--- config.mk ---
export PLATFORM = sky130hd
export DESIGN_NAME = store_port_arbiter
export DESIGN_NICKNAME = d
export VERILOG_FILES = /design/src/rtl/store_port_arbiter_pkg.sv /design/src/rtl/store_port_arbiter_rr_pick4.sv /design/src/rtl/store_port_arbiter.sv
export SDC_FILE = /design/constraint.sdc
export NUM_CORES = 1
export LEC_CHECK = 0
export CAP_MARGIN = 20
export CORE_ASPECT_RATIO = 1.4
export CORE_MARGIN = 4
export CORE_UTILIZATION = 30
export CTS_BUF_LIST = sky130_fd_sc_hd__clkbuf_4
export CTS_CLUSTER_SIZE = 10
export DETAILED_ROUTE_END_ITERATION = 7
export PLACE_DENSITY_LB_ADDON = 0.2
export SYNTH_ARGS = -nofsm -noshare
export SYNTH_HDL_FRONTEND = slang
export SYNTH_SLANG_ARGS = --single-unit
--- constraint.sdc ---
create_clock -name clk -period 4.22 [get_ports clk]
set_input_delay 1.055 -clock clk [delete_from_list [all_inputs] [get_ports clk]]
set_output_delay 1.055 -clock clk [all_outputs]
set_load 0.01 [all_outputs]
--- src/rtl/store_port_arbiter_pkg.sv ---
// store_port_arbiter_pkg: shared state encodings, requester indices and defaults
package store_port_arbiter_pkg;
  typedef enum logic [1:0] {
    ST_IDLE  = 2'd0,
    ST_GRANT = 2'd1,
    ST_GAP   = 2'd2
  } state_t;
  localparam int REQ_A = 0;
  localparam int REQ_B = 1;
  localparam int REQ_C = 2;
  localparam int REQ_D = 3;
  localparam int DEF_TIMEOUT_CYC = 16;
endpackage

--- src/rtl/store_port_arbiter_rr_pick4.sv ---
// rr_pick4: combinational 4-way round-robin pick starting the scan at ptr
module rr_pick4 (
  input  logic [3:0] req,
  input  logic [1:0] ptr,
  output logic [1:0] winner,
  output logic       any
);
  logic [7:0] dbl;
  logic [3:0] rot;
  logic [1:0] off;
  assign dbl = {req, req};
  assign rot = dbl[ptr +: 4];
  assign off = rot[0] ? 2'd0 : rot[1] ? 2'd1 : rot[2] ? 2'd2 : 2'd3;
  assign winner = ptr + off;
  assign any = |req;
endmodule

--- src/rtl/store_port_arbiter.sv ---
// store_port_arbiter: round-robin owner of the store port with bursts and timeout abort
module store_port_arbiter
  import store_port_arbiter_pkg::*;
#(
  parameter int TIMEOUT_CYC = DEF_TIMEOUT_CYC,
  parameter int CNT_W = 8
) (
  input  logic       clk,
  input  logic       rst,
  input  logic [3:0] req,
  input  logic [3:0] lock,
  input  logic       mem_ready,
  output logic [1:0] sel,
  output logic [3:0] gnt,
  output logic       mem_valid,
  output logic [3:0] done,
  output logic       err,
  output logic       busy
);
  state_t state, state_n;
  logic [1:0] rr_ptr, ptr_n, sel_n, winner;
  logic [CNT_W-1:0] cnt, cnt_n;
  logic [3:0] done_n;
  logic err_n, any;
  rr_pick4 u_pick (.req(req), .ptr(rr_ptr), .winner(winner), .any(any));
  assign mem_valid = state == ST_GRANT;
  assign busy = state != ST_IDLE;
  // next-state: arbitration in IDLE, handshake > withdrawal > timeout in GRANT
  always_comb begin
    state_n = state;
    sel_n = sel;
    ptr_n = rr_ptr;
    cnt_n = cnt;
    done_n = '0;
    err_n = 1'b0;
    case (state)
      ST_IDLE: if (any) begin
        sel_n = winner;
        cnt_n = '0;
        state_n = ST_GRANT;
      end
      ST_GRANT: begin
        cnt_n = cnt + CNT_W'(1);
        if (mem_ready) begin
          done_n = 4'(1) << sel;
          cnt_n = '0;
          if (!(lock[sel] && req[sel])) begin
            state_n = ST_GAP;
            ptr_n = sel + 2'd1;
          end
        end else if (!req[sel] || cnt == CNT_W'(TIMEOUT_CYC - 1)) begin
          state_n = ST_GAP;
          ptr_n = sel + 2'd1;
          err_n = req[sel];
        end
      end
      default: state_n = ST_IDLE;
    endcase
  end
  // registered state and outputs; grant follows the owner only while in GRANT
  always_ff @(posedge clk) begin
    if (rst) begin
      state <= ST_IDLE;
      sel <= 2'b00;
      gnt <= '0;
      done <= '0;
      err <= 1'b0;
      rr_ptr <= 2'b00;
      cnt <= '0;
    end else begin
      state <= state_n;
      sel <= sel_n;
      gnt <= (state_n == ST_GRANT) ? 4'(1) << sel_n : 4'b0;
      done <= done_n;
      err <= err_n;
      rr_ptr <= ptr_n;
      cnt <= cnt_n;
    end
  end
endmodule

-- Yosys cells after proc, flatten, opt, wreduce, memory -nomap -nowiden
Cells that the tools add are included.
- register bits after elaboration: 23
- input bits: 11
- word-level logic and storage cells: 56
- add/sub/neg operators: 3
- magnitude comparators: 1
- equality and inequality tests: 5
- shift operators: 3
- multiplexer cells: 20
- bitwise gates (word level): 4
- reductions and logical operators: 13
- operator list (kind ; number):
    2-to-1 mux 2 bit ; 11
    2-to-1 mux 8 bit ; 2
    case mux 8 bit (2 select lines) ; 1
    adder 8 x 1 -> 8 bit (second input constant) ; 1
    == test 8 x 4 -> 1 bit (second input constant) ; 1
    OR reduction 4 bit ; 2
    indexed part select 8 x 3 -> 3 bit ; 1
    left shift 1 x 2 -> 4 bit (first input constant) ; 2
    nonzero test 2 bit ; 3
    binary-select mux 1 bit (select 2 bit) ; 2
    == test 2 x 1 -> 1 bit (second input constant) ; 2
    inequality test 2 bit (second input constant) ; 2
    NOT 1 bit ; 4
    case mux 2 bit (2 select lines) ; 1
    < comparator 2 x 3 -> 1 bit (second input constant) ; 1
    2-to-1 mux 1 bit ; 3
    AND reduction 3 bit ; 1
    OR reduction 3 bit ; 1
    adder 2 x 1 -> 2 bit (second input constant) ; 1
    adder 2 bit ; 1
    logical NOT 2 bit ; 1
    AND reduction 2 bit ; 1
    OR reduction 2 bit ; 1
    logical AND 1 bit ; 1
    2 further kinds ; 2

-- Longest topological paths before layout
- depth in word-level cells: 10
- depth in mapped cells: 8
- gate-level depth less buffers: 8

-- By module
From an unflattened synthesis, not the netlist that was laid out.
- cells, all modules: 130
- area, all modules: 1194.9 um2
- by module, submodules not included (module ; instances ; cells each ; area each (um2)):
    store_port_arbiter ; 1 ; 107 ; 1022.2
    rr_pick4 ; 1 ; 23 ; 172.7

-- Least setup slack after synthesis
Ideal clock, no wire load.
- path kind: input-to-reg
- start point: input port req[3]
- end point: register gnt[2]
- setup time: 0.079 ns
- arrival: 2.810 ns
- required time: 4.141 ns
- slack: 1.331 ns
- stages: 8
- path through: buf_2 nor3b_1 o21ai_0 o311ai_0 ha_1 or4_1 o221a_2 a22oi_1
- cells in the longest elaborated chain, start to end: 10
- elaborated cells between the ends (all ways): 22
- ends and longest elaborated chain (element ; line ; text):
    start: declaration ; store_port_arbiter.sv:10 ; input logic [3:0] req,
    parallel branches: the longest is 10 deep, another holds adder 2 bit ; -- ;
    end signal: assignment ; store_port_arbiter.sv:73 ; gnt <= (state_n == ST_GRANT) ? 4'(1) << sel_n : 4'b0;
    end: declaration ; store_port_arbiter.sv:14 ; output logic [3:0] gnt,
Several ways; the timed one is not identified. The select of a mux whose other input is x is not followed.
A chain may end at the register's enable or synchronous reset.

-- Final worst setup path
Ends and elaborated chain as after synthesis.

==> results_dict.tcl <==
set metrics [dict create \
    fin_crit_sh_pct 76.1 \
    grt_overflow 0 \
    cts_buffers 3 \
    grt.busiest_layer "met2" \
    grt_use_total_pct 12.3 \
    num_io_pins 24 \
    first_iter_violations 123 \
    antenna_found_initial 0 \
    syn_area_um2 1240 \
    port_buffers 23 \
    grt_max_degree 20 \
    ys.flop_type "dfxtp_1" \
    viasPerCell 5.58 \
    clk_latency_ns 0.31 \
    min_path_type "reg -> reg" \
    synth_edf_count 0 \
    slew_headroom_pct 69.4 \
    routabilityCongestion 0.859 \
    reg2reg_setup_slack_ns 1.89 \
    crit_type "in -> reg" \
    p_leak_nw 0.536 \
    chipWidth_um 62.4 \
    core_um2 3950 \
    final_cell_mix "dfxtp_1 (23), clkdlybuf4s50_1 (23), nor2_1 (17), a21oi_1 (10), nand2_1 (7)" \
    fin_crit_ns 3.21 \
    ant_nets 0 \
    grt.met1_usage_pct 13.9 \
    status "completed" \
    synth_top_area_cell "dfxtp_1" \
    crit_fanout 10 \
    initial_core_util_pct 31.4 \
    cap_viol_max_count 0 \
    power.density_nw_per_um2 344 \
    met2_usage_pct 21.4 \
    met3_usage_pct 2.81 \
    dp_hpwl_mm 2.40 \
    ys_warn_count 0 \
    synth_cells 144 \
    drc 0 \
    finalHoldViolations 0 \
    syn_nets 157 \
    final_util_pct 38.8 \
    drv_slew 0 \
    root_buffer "clkbuf_4" \
    synth_top_area_share_pct 37.1 \
    drive_above_1_share_pct 11.4 \
    crit_required_ns 4.46 \
    grt_pass1_vias 1214 \
    drt-total-wl_mm 3.12 \
    cp.arrival_ns 3.45 \
    post_drt_wl_per_cell_um 14.9 \
    synthTopCellsByArea "dfxtp_1 (37%), nor2_1 (5.1%), a21oi_1 (4.0%), mux4_2 (3.6%), nand3b_1 (3.0%)" \
    cts_setup_buffers 0 \
    start_kind "input port" \
    fmax_mhz 311 \
    synthArstFlopShare_pct 0 \
    cts_tree "built" \
    crit_path_end_kind "register" \
    clockBufferDepth 2 \
    yosys.cell_types.count 49 \
    ctsResizeCount 0 \
    max_slew.worst_pin.slew_ns 0.457 \
    vdd_drop_max_uv 223 \
    antenna_cells 0 \
    ys_ff_latch 23 \
    setup_viol 0 \
    area_growth_pct 23.5 \
    finalClockSkew_ns 0.000960 \
    die-area_um2 5250 \
    routed-via-count 1166 \
    fp-row-count 27 \
    cts_hold_buf 0 \
    htree_levels 1 \
    syn_avg_cell_area_um2 8.63 \
    synth.yosys.seq_area_share_pct 37.1 \
    fin_tns_setup_ns 0 \
    grt_pass1_wl_mm 5.48 \
    die_y_um 84.1 \
    fillerInstances 428 \
    rsz0062_at_grt "false" \
    clkTransAtPathRegs_ns 0.13 \
    fin_nets 180 \
    numClockSinks 23 \
    dr.pass1.iters 4 \
]
==> kinds of logic (layout without fill, tap and decap cells) <==
group                      Yosys count  after routing  share of synthesized area (%)
and+or+nand+nor                     61             61                           27.8
AOI/OAI and AO/OA                   41             41                           23.0
DFF                                 23             23                           37.1
buffers and inverters               12             34                           4.03
muxes                                4              4                           5.44
adders and majority gates            2              2                           2.01
xor gates and xnor gates             1              1                          0.705
==> cell type report <==
cell class | instances | area [um^2] | area share (%)
Clock buffer | 3 | 22.5 | 1.47
Clock inverter | 1 | 5.00 | 0.326
Inverter | 6 | 22.5 | 1.47
Multi-Input combinational cell | 109 | 732 | 47.7
Sequential cell | 23 | 460 | 30.0
Tap cell | 43 | 53.8 | 3.51
Timing Repair Buffer | 24 | 238 | 15.5
==> worst max-delay path, stage by stage <==
cell and delay (ns):
clkdlybuf4s50_1 0.55, nor3b_1 0.21, o21ai_0 0.16, o311ai_0 0.14, ha_1 0.27, or4_1 0.56, o221a_2 0.32, a22oi_1 0.19
==> cells in the mapped netlist, drive strengths merged (2+ instances only) <==
cell type	count
nor2	18
nand2	7
mux4	2
a31oi	3
dfxtp	23
nor3b	4
nor2b	2
inv	6
buf	3
nand2b	3
nand3b	5
a21oi	10
o21ai	6
clkbuf	3
or3b	2
mux2	2
or3	3
and3	3
a22oi	3
ha	2
or4	4
a211oi	5
nor4	2
nand3	5
==> sequential cells by signal, indices dropped and copies added (netlist names) <==
name    cells
sel         2
err         1
rr_ptr      2
gnt         4
cnt         8
state       2
done        4
==> metrics by stage <==
step | setup slack, ns | hold WS (ns) | cell area [um^2] | cells | power, mW
2_1_floorplan | 1.33 | 0.462 | 1240 | 144 | 0.364
3_3_place_gp | 0.782 | 0.480 | 1510 | 205 | 0.426
3_5_place_dp | 0.694 | 0.489 | 1510 | 205 | 0.429
4_1_cts | 1.05 | 0.509 | 1530 | 209 | 0.534
5_1_grt | 0.851 | 0.555 | 1530 | 209 | 0.561
6_report | 1.01 | 0.507 | 1530 | 209 | 0.527
==> path summary, 6_finish.rpt <==
path / from / to / cells after the start
max reg2reg: rr_ptr[0]$_SDFFE_PP0P_ / gnt[2]$_SDFF_PP0_ / 8
min: cnt[2]$_SDFFE_PP0P_ / cnt[2]$_SDFFE_PP0P_ / 2
min reg2reg: cnt[2]$_SDFFE_PP0P_ / cnt[2]$_SDFFE_PP0P_ / 2
max: req[3] / gnt[2]$_SDFF_PP0_ / 8
==> metal layers <==
metal	share of wire (%)	vias up
li1	-	585
met1	42	550
met2	51	21
met3	3.9	10
met4	2.9	0
met5	0	-
==> where the power goes <==
group / internal, mW / total, mW / switching, mW
sequential: 0.234 / 0.254 / 0.0204
clock: 0.0354 / 0.104 / 0.0681
combinational: 0.0828 / 0.169 / 0.0867
No activity file was read; power rests on OpenSTA's default activity.
